$ cat config.mk
export PLATFORM = sky130hd
export DESIGN_NAME = fir_frame_collector_flat
export DESIGN_NICKNAME = d
export VERILOG_FILES = /design/src/rtl/fir_frame_collector_if.sv /design/src/rtl/fir_frame_collector.sv /design/src/flat_wrapper.sv
export SDC_FILE = /design/constraint.sdc
export NUM_CORES = 1
export LEC_CHECK = 0
export ABC_AREA = 0
export BUFFER_PORTS_ARGS = -buffer_cell sky130_fd_sc_hd__buf_4
export CAP_MARGIN = 20
export CORE_MARGIN = 3
export CORE_UTILIZATION = 40
export CTS_CLUSTER_SIZE = 20
export DETAILED_ROUTE_END_ITERATION = 10
export PLACE_DENSITY = 0.67
export SETUP_SLACK_MARGIN = 0.2
export SLEW_MARGIN = 20
export SYNTH_ARGS = -nofsm -noshare
export SYNTH_HDL_FRONTEND = slang
export SYNTH_SLANG_ARGS = --single-unit
$ cat constraint.sdc
create_clock -name clk -period 4.3 [get_ports clk]
set_input_delay 0.43 -clock clk [delete_from_list [all_inputs] [get_ports clk]]
set_output_delay 0.43 -clock clk [all_outputs]
set_load 0.03 [all_outputs]
$ cat src/rtl/fir_frame_collector_if.sv
// FIR-to-FFT frame collector bus: sample stream in, 256-bit frame out with valid/ready.
// slave is the collector's view; master is the driving side (FIR/FFT or bench).
interface fir_frame_collector_if #(
  parameter int SAMPLE_W = 16,
  parameter int FRAME_N  = 16
);
  logic                         fir_valid;
  logic [SAMPLE_W-1:0]          fir_d;
  logic                         frame_ready;
  logic                         frame_valid;
  logic [SAMPLE_W*FRAME_N-1:0]  frame_data;
  logic                         overflow;

  modport master (
    output fir_valid, fir_d, frame_ready,
    input  frame_valid, frame_data, overflow
  );

  modport slave (
    input  fir_valid, fir_d, frame_ready,
    output frame_valid, frame_data, overflow
  );
endinterface

$ cat src/rtl/fir_frame_collector.sv
// Ping-pong frame buffer collecting FRAME_N FIR samples per bank for the FFT.
// Optional FRAME_BITREV_EN: write each sample to its bit-reversed slot (DIT input order).
module fir_frame_collector #(
  parameter int SAMPLE_W = 16,
  parameter int FRAME_N  = 16
) (
  input  logic                 clk,
  input  logic                 rst,
  fir_frame_collector_if.slave bus
);
  localparam int IDX_W = $clog2(FRAME_N);
  localparam logic [IDX_W-1:0] LAST_IDX = IDX_W'(FRAME_N - 1);

  logic [1:0][FRAME_N-1:0][SAMPLE_W-1:0] bank;
  logic                                  wr_bank;
  logic                                  rd_bank;
  logic [IDX_W-1:0]                      wr_idx;
  logic [IDX_W-1:0]                      wr_slot;
  logic [1:0]                            full;
  logic [1:0]                            full_next;
  logic                                  overflow_q;
  logic                                  accept;
  logic                                  drop;
  logic                                  handshake;
  logic                                  complete;

`ifdef FRAME_BITREV_EN
  function automatic logic [IDX_W-1:0] bitrev(input logic [IDX_W-1:0] i);
    logic [IDX_W-1:0] r;
    r = '0;
    for (int unsigned b = 0; b < IDX_W; b++) begin
      r[b] = i[IDX_W-1-b];
    end
    return r;
  endfunction
`endif

  always_comb begin
    accept    = bus.fir_valid && !full[wr_bank];
    drop      = bus.fir_valid &&  full[wr_bank];
    handshake = full[rd_bank] && bus.frame_ready;
    complete  = accept && (wr_idx == LAST_IDX);
`ifdef FRAME_BITREV_EN
    wr_slot   = bitrev(wr_idx);
`else
    wr_slot   = wr_idx;
`endif
    // A handshake and a completion in the same cycle always target different banks.
    full_next = full;
    if (handshake) full_next[rd_bank] = 1'b0;
    if (complete)  full_next[wr_bank] = 1'b1;
  end

  always_ff @(posedge clk or negedge rst) begin
    if (!rst) begin
      bank       <= '0;
      wr_bank    <= 1'b0;
      rd_bank    <= 1'b0;
      wr_idx     <= '0;
      full       <= '0;
      overflow_q <= 1'b0;
    end else begin
      if (accept) begin
        bank[wr_bank][wr_slot] <= bus.fir_d;
        wr_idx                 <= complete ? '0 : wr_idx + 1'b1;
        if (complete) wr_bank <= ~wr_bank;
      end
      if (drop)      overflow_q <= 1'b1;
      if (handshake) rd_bank    <= ~rd_bank;
      full <= full_next;
    end
  end

  assign bus.frame_valid = full[rd_bank];
  assign bus.frame_data  = bank[rd_bank];
  assign bus.overflow    = overflow_q;
endmodule

$ cat src/flat_wrapper.sv
// flat-port wrapper written by rule: the top's interface ports become plain ports
module fir_frame_collector_flat 
#(
  parameter int SAMPLE_W = 16,
  parameter int FRAME_N  = 16
)
  (clk, rst, bus_fir_valid, bus_fir_d, bus_frame_ready, bus_frame_valid, bus_frame_data, bus_overflow);
  fir_frame_collector_if #(.SAMPLE_W(SAMPLE_W), .FRAME_N(FRAME_N)) bus_i ();
  input  logic clk;
  input  logic rst;
  input wire logic [$bits(bus_i.fir_valid)-1:0] bus_fir_valid;
  input wire logic [$bits(bus_i.fir_d)-1:0] bus_fir_d;
  input wire logic [$bits(bus_i.frame_ready)-1:0] bus_frame_ready;
  output wire logic [$bits(bus_i.frame_valid)-1:0] bus_frame_valid;
  output wire logic [$bits(bus_i.frame_data)-1:0] bus_frame_data;
  output wire logic [$bits(bus_i.overflow)-1:0] bus_overflow;
  assign bus_i.fir_valid = bus_fir_valid;
  assign bus_i.fir_d = bus_fir_d;
  assign bus_i.frame_ready = bus_frame_ready;
  assign bus_frame_valid = bus_i.frame_valid;
  assign bus_frame_data = bus_i.frame_data;
  assign bus_overflow = bus_i.overflow;
  fir_frame_collector #(.SAMPLE_W(SAMPLE_W), .FRAME_N(FRAME_N)) u_core (.clk(clk), .rst(rst), .bus(bus_i));
endmodule
# --- Word-level counts from Yosys, hierarchy flattened ---
# Index checks and enable logic that the tools add are counted.
word_totals:
  out_inout_bits: 258
  wordCells: 77
  reg_bits: 521
  input_bits: 20
classes:
  eq_ne: 1
  order_cmp: 6
  addsub: 1
  bitwise: 5
  n_mux: 18
  reduce_logical: 9
op_table:
  columns: ["op", "n"]
  rows:
  - ["256-bit two-way mux", 3]
  - ["512-bit bitwise mux", 1]
  - ["256-bit demux with 1-bit select", 1]
  - ["16-bit demux with 4-bit select", 1]
  - ["16-bit two-way mux", 1]
  - ["1-bit logical AND", 7]
  - ["1-bit two-way mux", 6]
  - ["4-bit by 5-bit < comparator with 1-bit output, second input constant", 1]
  - ["4-bit by 1-bit adder with 4-bit output, second input constant", 1]
  - ["4-bit == test, second input constant", 1]
  - ["4-bit by 1-bit greater-or-equal comparator with 1-bit output, second input constant", 1]
  - ["1-bit by 2-bit < comparator with 1-bit output, second input constant", 2]
  - ["2-bit two-way mux", 2]
  - ["4-bit two-way mux", 1]
  - ["2-bit bitwise AND", 1]
  - ["1-bit demux with 1-bit select", 2]
  - ["1-bit greater-or-equal comparator, second input constant", 2]
  - ["1-bit NOT", 2]
  - ["2-bit NOT", 1]
  - ["2-bit bitwise OR", 1]
  - ["2-bit AND reduction", 1]
  - ["1-bit logical NOT", 1]

# --- Logic depth before layout (Yosys ltp) ---
logic_depth:
  depth_word: 9
  depth_mapped: 7
  mapped_depth_nobuf: 5

# --- Worst setup path before layout ---
# No wires, ideal clock.
synth_timing:
  kind: "register to output"
  start: "reg u_core.rd_bank"
  end: "out bus_frame_data[250]"
  path_stages_with_launch: 5
  arrival_ps: 1555
  path_slack_ps: 2315
  cell_sequence: "dfrtp_1 -> clkbuf_1 -> clkbuf_1 -> clkbuf_1 -> mux2_2"
synth_between:
  elab_chain_cells: 2
synth_lines:
  columns: ["item", "line_no", "source"]
  rows:
  - ["start: declaration", "fir_frame_collector.sv:16", "logic rd_bank;"]
  - ["start signal: assignment", "fir_frame_collector.sv:69", "if (handshake) rd_bank <= ~rd_bank;"]
  - ["256-bit two-way mux (not written as such) (2 in series)", "fir_frame_collector.sv:75", "assign bus.frame_data = bank[rd_bank];"]
  - ["end: declaration", "flat_wrapper.sv:15", "output wire logic [$bits(bus_i.frame_data)-1:0] bus_frame_data;"]
# No other way between the ends. The select of a mux whose other input is x is not followed.

# --- Worst setup path in the final report ---
layout_timing:
  start: "reg u_core.rd_bank"
  end: "out bus_frame_data[104]"
# Same word-level chain as after synthesis.

==> impl_results.html <==
<table>
<tr><th>Metric</th><th>Value</th></tr>
<tr><th colspan="2">Final layout</th></tr>
<tr><td>Antenna fix cells</td><td>0</td></tr>
<tr><td>Share of layout cells above drive strength 1</td><td>64.3%</td></tr>
<tr><td>Fill cells</td><td>4928</td></tr>
<tr><td>Area grow syn2layout</td><td>19.7%</td></tr>
<tr><td>Count of nets after finishing</td><td>1748</td></tr>
<tr><th colspan="2">Logic synthesis</th></tr>
<tr><td>Portion of the post-synthesis area used by sequential elements</td><td>a little under three fifths</td></tr>
<tr><td>Summed instance area of the synthesized netlist</td><td>22900 µm²</td></tr>
<tr><td>Cell count after synthesis</td><td>~1500</td></tr>
<tr><td>Leading cell type by number of instances after synthesis</td><td>sky130_fd_sc_hd__mux2_2</td></tr>
<tr><td>YS warnings</td><td>0</td></tr>
<tr><td>Average instance area after synthesis</td><td>15.4 µm²</td></tr>
<tr><td>Cell types occupying the most area after synthesis</td><td>sky130_fd_sc_hd__dfrtp_1 (57%), sky130_fd_sc_hd__mux2_2 (36%), sky130_fd_sc_hd__mux2_1 (2.3%)</td></tr>
<tr><td>Proportion of synthesized flip-flops having asynchronous set or reset</td><td>100%</td></tr>
<tr><td>Post-synth EDFFs</td><td>0</td></tr>
<tr><td>Cell type with the highest aggregate area in the netlist</td><td>sky130_fd_sc_hd__dfrtp_1</td></tr>
<tr><td>Syn nets</td><td>1518</td></tr>
<tr><td>Primary FF master, synth</td><td>sky130_fd_sc_hd__dfrtp_1</td></tr>
<tr><td>Unique cell type count in the Yosys netlist</td><td>33</td></tr>
<tr><td>Area share of the largest cell type after synthesis</td><td>56.8%</td></tr>
<tr><td>Number of flip-flops and latches in the synthesized netlist</td><td>about 520</td></tr>
<tr><td>Most frequent cells after synthesis</td><td>sky130_fd_sc_hd__mux2_2 (725), sky130_fd_sc_hd__dfrtp_1 (521), sky130_fd_sc_hd__clkbuf_1 (59), sky130_fd_sc_hd__buf_2 (46), sky130_fd_sc_hd__mux2_1 (46)</td></tr>
<tr><th colspan="2">Floorplan</th></tr>
<tr><td>Floorplan Core Area</td><td>56600 µm²</td></tr>
<tr><td>DIE WIDTH</td><td>245 µm</td></tr>
<tr><td>Die Outline Area</td><td>60300 µm²</td></tr>
<tr><td>Rows</td><td>87</td></tr>
<tr><td>Die Y</td><td>about 250 µm</td></tr>
<tr><td>Effective utilization at floorplan</td><td>40.5%</td></tr>
<tr><td># IOs</td><td>278</td></tr>
<tr><th colspan="2">Routing</th></tr>
<tr><td>Avg WL per Cell</td><td>22.6 µm</td></tr>
<tr><td>Detailed-route vias per instance</td><td>approximately 5.2</td></tr>
<tr><td>DRC violation count after routing</td><td>0</td></tr>
<tr><td>1st-pass router iterations</td><td>4</td></tr>
<tr><td>Count of routing violations after the opening detailed-route iteration</td><td>438</td></tr>
<tr><td>Antenna viol nets, final</td><td>0</td></tr>
<tr><td>Aggregate routed wire length</td><td>about 57000 µm</td></tr>
<tr><td>Via total after detailed routing</td><td>13000</td></tr>
<tr><th colspan="2">Global route</th></tr>
<tr><td>Initial antenna violation count</td><td>0</td></tr>
<tr><td>Largest net degree at the start of global routing</td><td>177</td></tr>
<tr><td>Overflow after GRT</td><td>0</td></tr>
<tr><td>Combined global-route utilization of all metal layers</td><td>19.0%</td></tr>
<tr><td>Global-route wire length before repair</td><td>~90000 µm</td></tr>
<tr><td>Vias in the first global route</td><td>14000</td></tr>
<tr><th colspan="2">Clocking</th></tr>
<tr><td>Htree depth</td><td>2</td></tr>
<tr><td>Number of sinks handled by clock tree synthesis</td><td>521</td></tr>
<tr><td>TritonCTS clock tree</td><td>built</td></tr>
<tr><td>Clock tree root driver cell</td><td>sky130_fd_sc_hd__clkbuf_16</td></tr>
<tr><td>Skew-Pair Late Insertion Delay</td><td>0.59 ns</td></tr>
<tr><td>Inserted Clock Buffers</td><td>56</td></tr>
<tr><td>Register clock-pin slew on the reported worst setup and hold paths</td><td>about 0.060 ns</td></tr>
<tr><td>Number of setup buffers added after CTS</td><td>0</td></tr>
<tr><td>Largest buffer count on any clock path</td><td>3</td></tr>
<tr><th colspan="2">Hold path</th></tr>
<tr><td>Min-Delay Startpoint</td><td>bus_frame_ready</td></tr>
<tr><td>Hold path depth</td><td>2</td></tr>
<tr><td>Hold EP</td><td>u_core.rd_bank$_DFFE_PN0N_</td></tr>
<tr><td>Worst min path class</td><td>in -&gt; reg</td></tr>
<tr><th colspan="2">STA</th></tr>
<tr><td>Final-layout worst hold slack</td><td>0.0729 ns</td></tr>
<tr><td>Final slew viol count</td><td>0</td></tr>
<tr><td>Worst Max-Slew Pin Slew</td><td>1.13 ns</td></tr>
<tr><td>Setup repair after global routing missed its margin</td><td>no</td></tr>
<tr><td>Number of failing setup endpoints in the final timing report</td><td>0</td></tr>
<tr><td>Sum Neg Setup Slack</td><td>0 ns</td></tr>
<tr><td>Count of endpoints failing hold in the final timing report</td><td>0</td></tr>
<tr><td>Relative max-transition margin</td><td>24.6%</td></tr>
<tr><td>Max Clock Skew</td><td>0.0167 ns</td></tr>
<tr><td>Minimum clock period</td><td>3.11 ns</td></tr>
<tr><td>Max Clock Freq</td><td>~320 MHz</td></tr>
<tr><td>Final cycle utilization of the critical path</td><td>72.2%</td></tr>
<tr><td>Worst Slack Setup Final</td><td>approximately 1.2 ns</td></tr>
<tr><th colspan="2">Placed design</th></tr>
<tr><td>Half-perimeter wire length after detailed placement</td><td>35900 µm</td></tr>
<tr><td>Setup slack at placement</td><td>~1.7 ns</td></tr>
<tr><td>Buffers added on ports</td><td>277</td></tr>
<tr><td>Routability cong.</td><td>~0.82</td></tr>
<tr><th colspan="2">Flow run</th></tr>
<tr><td>Max cap viols</td><td>0</td></tr>
<tr><th colspan="2">Worst setup path</th></tr>
<tr><td>Data arrival time of the worst path</td><td>2.68 ns</td></tr>
<tr><td>Endpoint kind of the worst setup timing path</td><td>output port</td></tr>
<tr><td>R2R cell count</td><td>3</td></tr>
<tr><td>Reg2reg end</td><td>u_core.bank[329]$_DFFE_PN0P_</td></tr>
<tr><td>Register-to-Register Setup Slack</td><td>1.69 ns</td></tr>
<tr><td>Startpoint class of the critical path</td><td>register</td></tr>
<tr><td>Type of the setup path with the least slack</td><td>reg -&gt; out</td></tr>
<tr><td>Maximum fanout encountered on the critical timing path</td><td>110</td></tr>
<tr><td>Worst flop-to-flop path startpoint</td><td>u_core.wr_bank$_DFFE_PN0P_</td></tr>
<tr><td>Critical Path RT</td><td>3.87 ns</td></tr>
<tr><th colspan="2">Pwr</th></tr>
<tr><td>Leakage component of the power</td><td>roughly 13 nW</td></tr>
<tr><td>P per Cell Area</td><td>just over 800 nW/µm²</td></tr>
<tr><td>Worst vdd rail ir drop</td><td>0.703 mV</td></tr>
<tr><td>Total power consumption of the routed design</td><td>0.0224 W</td></tr>
<tr><th colspan="2">Outcome</th></tr>
<tr><td>Run status</td><td>completed</td></tr>
</table>
-- cell usage in the layout, fill, tap and decap left out, types with 3 or more instances in the layout --
cell type,count
sky130_fd_sc_hd__mux2_2,725
sky130_fd_sc_hd__dfrtp_1,520
sky130_fd_sc_hd__buf_4,284
sky130_fd_sc_hd__clkbuf_16,57
sky130_fd_sc_hd__mux2_1,46
sky130_fd_sc_hd__nand2_1,15
sky130_fd_sc_hd__clkbuf_1,14
sky130_fd_sc_hd__clkbuf_8,14
sky130_fd_sc_hd__nor2_2,8
sky130_fd_sc_hd__clkinv_2,7
sky130_fd_sc_hd__buf_12,6
sky130_fd_sc_hd__nand2b_1,5
sky130_fd_sc_hd__nor2b_2,5
sky130_fd_sc_hd__inv_1,4
sky130_fd_sc_hd__nor2b_1,4
sky130_fd_sc_hd__and4bb_2,4
sky130_fd_sc_hd__nand2_2,4
sky130_fd_sc_hd__ha_1,4
sky130_fd_sc_hd__nor2_4,3
sky130_fd_sc_hd__bufinv_16,3
-- what timing repair did --
action,4_1_cts,5_1_grt
gates resized for setup,0,0
hold buffers,1,0
endpoints found under the hold margin,87,0
-- flip-flops by register name (all words and copies together) (netlist names) --
register	cells
u_core.bank	512
u_core.rd_bank	1
u_core.wr_bank	1
u_core.full	2
u_core.bus.overflow	1
u_core.wr_idx	4
-- worst max-delay path, stage by stage, from the launching register on --
cell and delay [ns]:
sky130_fd_sc_hd__dfrtp_4 0.44, sky130_fd_sc_hd__buf_12 0.32, sky130_fd_sc_hd__buf_16 0.44, sky130_fd_sc_hd__mux2_2 0.44, sky130_fd_sc_hd__buf_4 0.18
-- where the power goes --
group / switching [W] / total (W) / internal, W
sequential: 0.000892 / 0.00755 / 0.00666
combinational: 0.00551 / 0.0101 / 0.00457
clock: 0.00191 / 0.00474 / 0.00284
-- how the worst max path moves through the flow --
stage	slack (ns)	cells past startpoint	from	endpoint
final	1.19	4	u_core.rd_bank$_DFFE_PN0N_	bus_frame_data[104]
after CTS	1.30	3	u_core.rd_bank$_DFFE_PN0N_	bus_frame_data[138]
after global placement	1.76	3	u_core.wr_bank$_DFFE_PN0P_	u_core.bank[362]$_DFFE_PN0P_
after global routing	1.14	4	u_core.rd_bank$_DFFE_PN0N_	bus_frame_data[254]
after detailed placement	1.69	3	u_core.wr_bank$_DFFE_PN0P_	u_core.bank[451]$_DFFE_PN0P_
after floorplan	2.31	4	u_core.rd_bank$_DFFE_PN0N_	bus_frame_data[250]
-- through the flow --
step	area, µm²	util [%]	std cells
after floorplan	22900	-	1494
after CTS	27400	48.4	2518
final	27500	48.5	2520
after detailed placement	25600	45.2	2419
after global placement	25600	45.2	2419
after global routing	27500	48.5	2520
-- cell families (layout without fill, tap and decap cells) --
group | Yosys count | after routing | share of synthesized area [%]
AND/OR/NAND/NOR | 62 | 62 | 2.08
XOR/XNOR | 2 | 2 | 0.0764
flip-flops | 521 | 521 | 56.8
AO/OA/AOI/OAI | 7 | 7 | 0.196
adder cells (fa/ha/maj) | 4 | 4 | 0.218
buffers and inverters | 126 | 396 | 2.64
multiplexers | 772 | 772 | 37.9
-- final cells by class --
class / count / area (µm²) / area share (%)
clock buffers: 85 / 1670 / 6.09
multi-input cells: 847 / 9310 / 33.9
clock inverters: 13 / 149 / 0.542
flip-flops and latches: 521 / 13000 / 47.5
well taps: 756 / 946 / 3.45
repair buffers: 294 / 2320 / 8.44
inverters: 4 / 15.0 / 0.0547
-- metal layers --
layer  global-route usage, %  part of all wire [%]  vias to the layer above
li1                        -                     -                     5774
met1                    25.6                    45                     6921
met2                    31.7                    49                      237
met3                    3.83                   4.6                       73
met4                    4.17                   1.9                        0
met5                       0                     0                        -
Power figures use the tool's default switching activity.
